<file path="src/rtl/h_interp_seq.sv">
// Channel-estimation interpolation sequencer: walks NSC subcarriers x 7 symbols,
// requesting divides or selecting pilots. Define INTERP_TIMEOUT_EN for the divider watchdog.
module h_interp_seq #(
    parameter int unsigned NSC     = 12,
    parameter int unsigned TIMEOUT = 15
) (
    input  logic       clk,
    input  logic       rst,
    input  logic       start,
    input  logic       est_valid,
    input  logic       div_done,
    input  logic       out_ready,
    output logic       div_start,
    output logic [1:0] sel,
    output logic       h_valid,
    output logic [3:0] sc_idx,
    output logic [2:0] sym_idx,
    output logic       busy,
    output logic       done,
    output logic       err
);

    typedef enum logic [2:0] {
        IDLE     = 3'd0,
        WAIT_EST = 3'd1,
        DIV_REQ  = 3'd2,
        DIV_WAIT = 3'd3,
        EMIT     = 3'd4,
        FIN      = 3'd5
    } state_t;

    localparam logic [1:0] SEL_DIV2 = 2'b00;
    localparam logic [1:0] SEL_EST3 = 2'b01;
    localparam logic [1:0] SEL_EST4 = 2'b11;
    localparam logic [1:0] SEL_DIV1 = 2'b10;
    localparam logic [3:0] SC_LAST  = 4'(NSC - 1);
    localparam logic [2:0] SYM_LAST = 3'd6;

    // Elaboration-time guard on the configuration range.
    if (NSC < 1 || NSC > 16 || TIMEOUT < 1) begin : g_bad_cfg
        $error("h_interp_seq: NSC must be 1..16 and TIMEOUT at least 1");
    end

    state_t     state;
    logic [2:0] sym_next;

    assign sym_next = sym_idx + 3'd1;

    // Symbols 0, 2 and 4 are the interpolated ones that need a fresh divide.
    function automatic logic needs_div(input logic [2:0] sym);
        needs_div = (sym == 3'd0) || (sym == 3'd2) || (sym == 3'd4);
    endfunction

    function automatic logic [1:0] sel_for(input logic [2:0] sym);
        case (sym)
            3'd1, 3'd3: sel_for = SEL_DIV2;
            3'd5:       sel_for = SEL_EST3;
            3'd6:       sel_for = SEL_EST4;
            default:    sel_for = SEL_DIV1;
        endcase
    endfunction

`ifdef INTERP_TIMEOUT_EN
    localparam int unsigned TW = (TIMEOUT > 1) ? $clog2(TIMEOUT) : 1;
    logic [TW-1:0] tmo_cnt;
    logic          err_q;
    assign err = err_q;
`else
    assign err = 1'b0;
`endif

    always_ff @(posedge clk or posedge rst) begin
        if (rst) begin
            state     <= IDLE;
            div_start <= 1'b0;
            sel       <= SEL_DIV2;
            h_valid   <= 1'b0;
            sc_idx    <= '0;
            sym_idx   <= '0;
            busy      <= 1'b0;
            done      <= 1'b0;
`ifdef INTERP_TIMEOUT_EN
            tmo_cnt   <= '0;
            err_q     <= 1'b0;
`endif
        end else begin
            div_start <= 1'b0;
            done      <= 1'b0;
            case (state)
                IDLE: begin
                    if (start) begin
                        sc_idx  <= '0;
                        sym_idx <= '0;
                        busy    <= 1'b1;
                        state   <= WAIT_EST;
`ifdef INTERP_TIMEOUT_EN
                        err_q   <= 1'b0;
`endif
                    end
                end
                WAIT_EST: begin
                    if (est_valid) begin
                        if (needs_div(sym_idx)) begin
                            div_start <= 1'b1;
                            state     <= DIV_REQ;
                        end else begin
                            sel     <= sel_for(sym_idx);
                            h_valid <= 1'b1;
                            state   <= EMIT;
                        end
                    end
                end
                // div_done in the request cycle is deliberately not looked at.
                DIV_REQ: begin
                    state <= DIV_WAIT;
`ifdef INTERP_TIMEOUT_EN
                    tmo_cnt <= '0;
`endif
                end
                DIV_WAIT: begin
                    if (div_done) begin
                        sel     <= SEL_DIV1;
                        h_valid <= 1'b1;
                        state   <= EMIT;
                    end
`ifdef INTERP_TIMEOUT_EN
                    else if (tmo_cnt == TW'(TIMEOUT - 1)) begin
                        err_q <= 1'b1;
                        busy  <= 1'b0;
                        state <= IDLE;
                    end else begin
                        tmo_cnt <= tmo_cnt + TW'(1);
                    end
`endif
                end
                EMIT: begin
                    if (out_ready) begin
                        if (sym_idx != SYM_LAST) begin
                            sym_idx <= sym_next;
                            if (needs_div(sym_next)) begin
                                h_valid   <= 1'b0;
                                div_start <= 1'b1;
                                state     <= DIV_REQ;
                            end else begin
                                sel <= sel_for(sym_next);
                            end
                        end else if (sc_idx != SC_LAST) begin
                            sym_idx <= '0;
                            sc_idx  <= sc_idx + 4'd1;
                            h_valid <= 1'b0;
                            state   <= WAIT_EST;
                        end else begin
                            h_valid <= 1'b0;
                            done    <= 1'b1;
                            state   <= FIN;
                        end
                    end
                end
                FIN: begin
                    busy  <= 1'b0;
                    state <= IDLE;
                end
                default: state <= IDLE;
            endcase
        end
    end

endmodule

</file>
<file path="config.mk">
export PLATFORM = sky130hd
export DESIGN_NAME = h_interp_seq
export DESIGN_NICKNAME = d
export VERILOG_FILES = /design/src/rtl/h_interp_seq.sv
export SDC_FILE = /design/constraint.sdc
export NUM_CORES = 1
export LEC_CHECK = 0
export BUFFER_PORTS_ARGS = -buffer_cell sky130_fd_sc_hd__buf_4
export CAP_MARGIN = 10
export CORE_MARGIN = 3
export CORE_UTILIZATION = 40
export CTS_CLUSTER_DIAMETER = 40
export DETAILED_ROUTE_END_ITERATION = 6
export GPL_ROUTABILITY_DRIVEN = 0
export PLACE_DENSITY = 0.69
export SLEW_MARGIN = 20
export SYNTH_ARGS = -nofsm -noshare
export SYNTH_HDL_FRONTEND = slang
export SYNTH_SLANG_ARGS = --single-unit
</file>
<file path="constraint.sdc">
create_clock -name clk -period 2.2 [get_ports clk]
set_input_delay 0.11 -clock clk [delete_from_list [all_inputs] [get_ports clk]]
set_output_delay 0.11 -clock clk [all_outputs]
set_load 0.01 [all_outputs]
</file>
Word-level counts from Yosys, hierarchy flattened. Cells that the tools add are included.

Input port bits: 6. Logic and storage cells: 105. Output and inout port bits: 14. Flip-flop bits (word level): 16.

Equal/unequal tests: 30. Muxes and demuxes: 47. Reduce and logical (&&, ||, !) cells: 18. Add/subtract/negate cells: 2.

Operators with widths (count): $mux 3 (12); $eq 3x3->1 const B (8); $eq 3x2->1 const B (6); $ne 2x2->1 const B (9); $pmux 2 s3 (3); $mux 1 (16); $mux 4 (4); $pmux 3 s5 (1); $mux 2 (6); $reduce_and 5->1 (2); $eq 3x1->1 const B (3); $logic_not 3->1 (3); $ne 3x3->1 const B (3); $pmux 4 s2 (1); $reduce_and 7->1 (1); $pmux 3 s2 (1); $reduce_and 6->1 (1); $add 4x1->4 const B (1); $logic_or 1x1->1 (4); $ne 4x4->1 const B (1); $pmux 1 s2 (2); $reduce_and 4->1 (1); $reduce_bool 2->1 (2); $reduce_or 2->1 (2); other kinds (4) (4).

Logic depth before layout (Yosys ltp). Gate-level depths: netlist of run 1.

Word-level depth: 8. Depth in mapped cells: 7. Mapped depth without buffers: 6.

Least setup slack after synthesis of run 1. Ideal clock, no wire load.

Path type: reg2reg. Start: register sym_idx[1]. End: register sel[0]. Required time: 2.072 ns. Cell stages (with the launch flop): 7. Buffers on the path: 1. Data arrival time: 2.112 ns. Clock period less this slack: 2.239 ns. Path slack: -0.039 ns. Setup time: 0.128 ns. Cell sequence: dfrtp_1 > clkbuf_1 > and2_1 > ha_1 > a2111o_1 > a211oi_2 > mux2_1.

Word-level cells in the longest chain between the ends: 8. Elaborated cells on any way between the ends: 34. Classes of those cells: add/sub: 1; eq/ne: 16; mux: 8; reduce/logical: 9.

RTL lines: start, declared (RTL line 17) `output logic [2:0] sym_idx,`; start signal, assigned (RTL line 139) `sym_idx <= sym_next;`; $add 3x1->3 (RTL line 47) `assign sym_next = sym_idx + 3'd1;`; $eq 3x1->1 / $eq 3x2->1 (equally long branches) (RTL line 55) `case (sym)`; $reduce_or 2->1 (RTL line 55); $pmux 2 s3 (RTL line 55); $mux 2 (RTL line 140) `if (needs_div(sym_next)) begin`; $mux 2 (RTL line 138) `if (sym_idx != SYM_LAST) begin`; $mux 2 (RTL line 137) `if (out_ready) begin`; $pmux 2 s3 (RTL line 89) `case (state)`; end signal, assigned (RTL line 107) `sel <= sel_for(sym_idx);`; end signal, assigned (RTL line 145) `sel <= sel_for(sym_next);`; end, declared (RTL line 14) `output logic [1:0] sel,`.

Several ways; a longest one is shown, not always the timed one. The select of a mux whose other input is x is not followed. A chain may end at the register's enable or synchronous reset.

Worst setup path after layout of run 1. Same ends and word-level chain as after synthesis.

==> metrics.md, run 1 <==
| Metric | Value |
|---|---|
| Global-route wire length before repair | `4390 um` |
| Die Area | `3430 um^2` |
| Detailed Routing Iterations Pass 1 | `4` |
| Post-route minimum period | `1990 ps` |
| NumNets Final | `148` |
| Core area | `2540 um^2` |
| Syn_area_per_cell | `9.36 um^2` |
| Tcrit/Tclk final | `0.903` |
| CTS sink count | `16` |
| Drt total wl | `2520 um` |
| Row count | `18` |
| # IOs | `20` |
| Setup CP Type | `reg2reg` |
| Reg clk slew, reported paths | `100 ps` |
| Fin Setup TNS | `0 ps` |
| Ys async rst share | `1.00` |
| Post-CTS Setup Inserts | `0` |
| Vias | `1011` |
| Final hold vios | `0` |
| CTS max path bufs | `2` |
| Largest cells by area after synthesis | `dfrtp_1 (36%), ha_1 (3.4%), nand2_1 (3.4%), a21oi_1 (2.7%), a32o_1 (2.7%)` |
| Total power | `1.44 mW` |
| Top cells by count, synth | `dfrtp_1 (16), nand2_1 (10), a21oi_1 (6), inv_1 (6), nor2_1 (4)` |
| Critical Path Fanout Max | `4` |
| Hold Crit Endpoint | `done` |
| Hold depth | `3` |
| RSZ-0062 raised after global routing | `false` |
| Die height | `58.6 um` |
| Worst EP required | `2380 ps` |
| Internal power | `0.825 mW` |
| Cell with the most instances after synthesis | `dfrtp_1` |
| Worst-margin pin slew | `596 ps` |
| Yosys reg bits | `16` |
| Number of synthesized flops with an enable pin | `0` |
| Reg2reg setup slack | `210 ps` |
| Sw Pwr | `0.612 mW` |
| CP Cell Sequence | `and2_1, ha_1, a2111o_1, a211oi_2, mux2_1` |
| Drt drc | `0` |
| 1st-iter DRT viols | `37` |
| FMAX | `504 MHz` |
| Dpl hpwl | `1860 um` |
| Remaining antenna violation count after routing | `0` |
| # Max-Cap Violations | `0` |
| Clock Skews | `5.21 ps` |
| CP Capture Type | `register` |
| Initial Util | `0.434` |
| Initial antenna violation count | `0` |
| Area Growth Syn to Fin | `18.3%` |
| Status | `finished, final reports clean` |
| Switching Fraction | `0.426` |
| Clock latency at the later pin of the worst-skew pair | `300 ps` |
| Sequential element share of the synthesized area | `0.362` |
| Worst hold path class | `in2reg` |
| Storage element area | `400 um^2` |
| Mapped Nets | `127` |
| Syn Std Cell Area | `1100 um^2` |
| Footprint of the multi-input gates | `628 um^2` |
| VDD IR max | `0.740 mV` |
| Leak | `0.585 nW` |
| Yosys warning count | `0` |
| Reg2reg path depth | `5` |
| Reg-to-Reg End | `sel[0]` |
| Unique masters post-synth | `53` |
| Vias in the first global route | `964` |
| Mapped Cells | `118` |
| CTS H-tree depth | `1` |
| Setup violators final | `0` |
| R2r startpoint | `sym_idx[1]` |
| Global Route Usage Sum | `0.166` |
| Share of the synthesized area in the top cell type | `0.362` |
| Wirelength per Cell | `15.0 um` |
| CTS buffer count | `3` |
| FILL cells | `244` |
| Util after Layout | `0.514` |
| Most used DFF post-synth | `dfrtp_1` |
| Port bufs | `18` |
| Pin count of the biggest net entering global routing | `17` |
| Pwr/cell area | `1100 nW/um^2` |
| Clock power frac | `0.140` |
| Max Transition Viols Final | `0` |
| CP arrival | `2170 ps` |
| Ant diodes | `0` |
| TritonCTS clock tree | `done` |
| Seq pwr share | `0.328` |
| Vias per std cell | `6.02` |
| Root buf cell | `clkbuf_4` |
| HP Start | `out_ready` |
| Remaining global-route overflow | `0` |
| Layout cell share with drive strength beyond 1 | `0.246` |
| Slew HR | `0.602` |
| Crit-path max cell delay | `390 ps` |
| CP max-delay cell | `a2111o_1` |
| Hold WS | `96.5 ps` |
| Combinational power share | `0.531` |
| Post-synth top area cell | `dfrtp_1` |
| Die X | `58.6 um` |
| CP Launch Type | `register` |
==> stage by stage <==
stage	worst slack [ps]	cells	cell area [um^2]
2_1_floorplan	14.6	118	1110
3_3_place_gp	279	163	1260
3_5_place_dp	224	163	1260
4_1_cts	205	168	1310
5_1_grt	91.6	168	1310
6_report	214	168	1310
==> state kept, by name, summed over array words and instances, names as in the netlist <==
signal and cells:
busy 1, div_start 1, done 1, h_valid 1
sc_idx 4, sel 2, state 3, sym_idx 3
==> worst max-delay path by stage <==
stage                     from  endpoint
finish              sym_idx[1]    sel[0]
global route        sym_idx[2]    sel[1]
CTS                 sym_idx[1]    sel[1]
detailed placement  sym_idx[1]    sel[1]
global placement    sym_idx[1]    sel[0]
floorplan           sym_idx[0]    sel[0]
==> layer usage <==
| metal | GRT usage | share of wire |
|---|---|---|
| met1 | 0.236 | 0.47 |
| met2 | 0.236 | 0.46 |
| met3 | 0.0285 | 0.047 |
| met4 | 0.0960 | 0.022 |
| met5 | 0 | 0 |
==> cell families (layout without fill, tap and decap cells) <==
logic type | count (synthesis) | after routing | synth area share
AND/OR/NAND/NOR | 42 | 42 | 0.220
adder cells (fa/ha/maj) | 3 | 3 | 0.0340
buffers and inverters | 14 | 34 | 0.0691
AO/OA/AOI/OAI | 37 | 37 | 0.263
multiplexers | 5 | 5 | 0.0487
flip-flops | 16 | 16 | 0.362
other | 1 | 1 | 0.00339
==> power by group through the flow <==
stage	clock [mW]	sequential (mW)	combinational, mW
after floorplan	0	0.458	0.550
after global placement	0	0.472	0.756
after detailed placement	0	0.475	0.754
after CTS	0.207	0.469	0.764
after global routing	0.222	0.487	0.849
final	0.202	0.471	0.763
==> timing repair <==
item                      in CTS  in global routing
gates resized for setup        0                  0
hold buffers                   1                  0
hold endpoints to repair      16                  0
==> final cells by class <==
type / instances / area share
Inverter: 6 / 0.0172
Sequential cell: 16 / 0.306
Multi-Input combinational cell: 88 / 0.480
Tap cell: 30 / 0.0287
Timing Repair Buffer: 24 / 0.140
Clock buffer: 4 / 0.0278
==> critical path, delay by kind of cell (launching register included) <==
family                   cells  cell delay [ps]
adder cells (fa/ha/maj)      1              330
flip-flops                   1              380
AND/OR/NAND/NOR              1              180
AO/OA/AOI/OAI                2              630
multiplexers                 1              350
==> placed cells by master, fill, tap and decap left out, types with 2 or more instances in the layout <==
cell type  count
o21ai_0        3
a211oi_1       2
a21oi_1        6
dfrtp_1       16
nor3_1         3
a211o_2        2
nand2b_1       2
nand3_1        3
o31ai_1        2
and3b_1        2
mux2_1         2
nand3b_1       2
buf_4         23
o221ai_1       2
or2_2          2
a32o_1         3
inv_1          6
and2_1         2
nor2_1         4
clkbuf_4       3
nor4_1         2
nand2_1       10
ha_1           3
nand4_1        2
nor2b_1        3
mux2i_1        2
(Power assumes the default switching activity.)
==> inputs of run 2 (changes only) <==
CELL_PAD_IN_SITES_DETAIL_PLACEMENT = 0   (was default)
CELL_PAD_IN_SITES_GLOBAL_PLACEMENT = 2   (was default)
CORE_UTILIZATION = 33   (was 40)
PLACE_DENSITY = 0.83   (was 0.69)
clock period = 1.9 ns   (was 2.2 ns; I/O delays follow)
==> metrics.md, run 2 (synthesis results as in run 1) <==
| Metric | Value |
|---|---|
| R2r startpoint | `sym_idx[0] (was sym_idx[1])` |
| CTS H-tree depth | `1 (unchanged)` |
| Drt drc | `0 (unchanged)` |
| Crit-path max cell delay | `440 ps (was 390 ps)` |
| Clock latency at the later pin of the worst-skew pair | `290 ps (was 300 ps)` |
| 1st-iter DRT viols | `36 (was 37)` |
| Max Transition Viols Final | `0 (unchanged)` |
| VDD IR max | `0.553 mV (was 0.740 mV)` |
| Port bufs | `18 (unchanged)` |
| Wirelength per Cell | `15.0 um (about the same)` |
| Detailed Routing Iterations Pass 1 | `5 (was 4)` |
| Vias per std cell | `5.58 (was 6.02)` |
| Die height | `63.9 um (was 58.6 um)` |
| Die X | `63.9 um (was 58.6 um)` |
| Pin count of the biggest net entering global routing | `17 (unchanged)` |
| Dpl hpwl | `2130 um (was 1860 um)` |
| CP Capture Type | `register (unchanged)` |
| Drt total wl | `2790 um (was 2520 um)` |
| Area Growth Syn to Fin | `23.4% (was 18.3%)` |
| Layout cell share with drive strength beyond 1 | `0.282 (was 0.246)` |
| Top reg by flops | `sc_idx (unchanged)` |
| CP Cell Sequence | `buf_4, nor2b_1, a2111o_1, a211oi_2, mux2_1 (was and2_1, ha_1, a2111o_1, a211oi_2, mux2_1)` |
| Vias in the first global route | `1020 (was 964)` |
| Root buf cell | `clkbuf_4 (unchanged)` |
| Remaining global-route overflow | `0 (unchanged)` |
| Worst EP required | `2080 ps (was 2380 ps)` |
| CP max-delay cell | `a2111o_1 (unchanged)` |
| TritonCTS clock tree | `done (unchanged)` |
| Pwr/cell area | `1220 nW/um^2 (was 1100 nW/um^2)` |
| Final cell count without fillers | `186 (was 168)` |
| Post-CTS Resized | `0 (unchanged)` |
| Worst-margin pin slew | `639 ps (was 596 ps)` |
| Tcrit/Tclk final | `0.988 (was 0.903)` |
| Worst hold path class | `in2reg (unchanged)` |
| CTS max path bufs | `2 (unchanged)` |
| Core area | `3130 um^2 (was 2540 um^2)` |
| Initial Util | `0.353 (was 0.434)` |
| Biggest regs | `sc_idx x4, state x3, sym_idx x3 (unchanged)` |
| # IOs | `20 (unchanged)` |
| Remaining antenna violation count after routing | `0 (unchanged)` |
| Final hold vios | `0 (unchanged)` |
| CTS sink count | `16 (unchanged)` |
| Top delay family on crit path | `compound AO/OA/AOI/OAI gates (unchanged)` |
| Post-route minimum period | `1880 ps (was 1990 ps)` |
| Clock Skews | `3.37 ps (was 5.21 ps)` |
| CP arrival | `2050 ps (was 2170 ps)` |
| RSZ-0062 raised after global routing | `true (was false)` |
| FILL cells | `316 (was 244)` |
| Global Route Usage Sum | `0.145 (was 0.166)` |
| Leak | `0.606 nW (was 0.585 nW)` |
| Initial antenna violation count | `0 (unchanged)` |
| # Max-Cap Violations | `0 (unchanged)` |
| Die Area | `4080 um^2 (was 3430 um^2)` |
| Commonest non-fill, non-tap cell in the layout | `buf_4 (unchanged)` |
| Slew HR | `0.573 (was 0.602)` |
| NumNets Final | `153 (was 148)` |
| Global-route wire length before repair | `4690 um (was 4390 um)` |
| Hold depth | `4 (was 3)` |
| Vias | `1038 (was 1011)` |
| Hold Crit Endpoint | `state[1] (was done)` |
| Reg2reg path depth | `5 (unchanged)` |
| Ant diodes | `0 (unchanged)` |
| CP Launch Type | `register (unchanged)` |
| Setup CP Type | `reg2reg (unchanged)` |
| Reg2reg setup slack | `20 ps (was 210 ps)` |
| Placed insts | `182 (was 163)` |
| Critical Path Fanout Max | `14 (was 4)` |
| Total power | `1.66 mW (was 1.44 mW)` |
| HP Start | `div_done (was out_ready)` |
| Row count | `20 (was 18)` |
| CTS buffer count | `3 (unchanged)` |
| FMAX | `533 MHz (was 504 MHz)` |
| Setup violators final | `0 (unchanged)` |
| Most frequent cells in the layout | `buf_4 (28), dfrtp_1 (16), nand2_1 (10) (was buf_4 (23), dfrtp_1 (16), nand2_1 (10))` |
| Reg-to-Reg End | `sel[1] (was sel[0])` |
| Max FFs per register | `4 (unchanged)` |
| Number of buffers and inverters on the critical path | `1 (was 0)` |
| Status | `finished, final reports clean (unchanged)` |
| Reg clk slew, reported paths | `90 ps (was 100 ps)` |
## run 2: repair_timing
item,in CTS,in global routing
endpoints found under the setup margin,0,2
hold buffers,1,0
endpoints found under the hold margin,16,0
setup buffers,0,0
## run 2: power breakdown
part           internal [mW]  leakage (nW)  switching [mW]
Combinational          0.436         0.388           0.521
Clock                 0.0737        0.0138           0.106
Sequential             0.433         0.204          0.0944
Total                  0.942         0.606           0.721
## run 2: metrics by stage
step | setup TNS, ps | utilization | cell area [um^2] | hold slack (ps) | worst slack, ps
after floorplan | -439 | - | 1120 | 8.74 | -219
after CTS | 0 | 0.436 | 1360 | 92.5 | 16.2
after global routing | -105 | 0.436 | 1360 | 103 | -54.9
after global placement | 0 | 0.426 | 1330 | 220 | 78.8
after detailed placement | 0 | 0.426 | 1330 | 231 | 27.5
final | 0 | 0.436 | 1360 | 99.8 | 23.1
## run 2: how the worst max path moves through the flow
stage | startpoint | to | depth (start not counted)
final | sym_idx[0] | sel[1] | 5
after floorplan | sym_idx[0] | sel[0] | 6
after detailed placement | sym_idx[0] | sel[1] | 5
after CTS | sym_idx[0] | sel[1] | 5
after global placement | sym_idx[0] | sel[1] | 5
after global routing | sym_idx[0] | sel[1] | 5
## run 2: worst min-delay path, cell delays in order
cell and delay, ps:
buf_4 80, a21oi_1 50, nand2_1 60, o31ai_1 60
## run 2: routing by layer
metal | up-vias | wire [um] | GRT usage
met5 | - | 0 | 0
met4 | 0 | 39 | 0.0485
met3 | 5 | 141 | 0.0246
met2 | 34 | 1330 | 0.232
met1 | 501 | 1280 | 0.197
li1 | 498 | - | -
## run 2: area by class of cell
cell class,instances,area [um^2],area share
Multi-Input combinational cell,88,643,0.472
Sequential cell,16,400,0.294
Timing Repair Buffer,29,220,0.161
Tap cell,44,55.1,0.0404
Clock buffer,3,22.5,0.0165
Inverter,6,22.5,0.0165
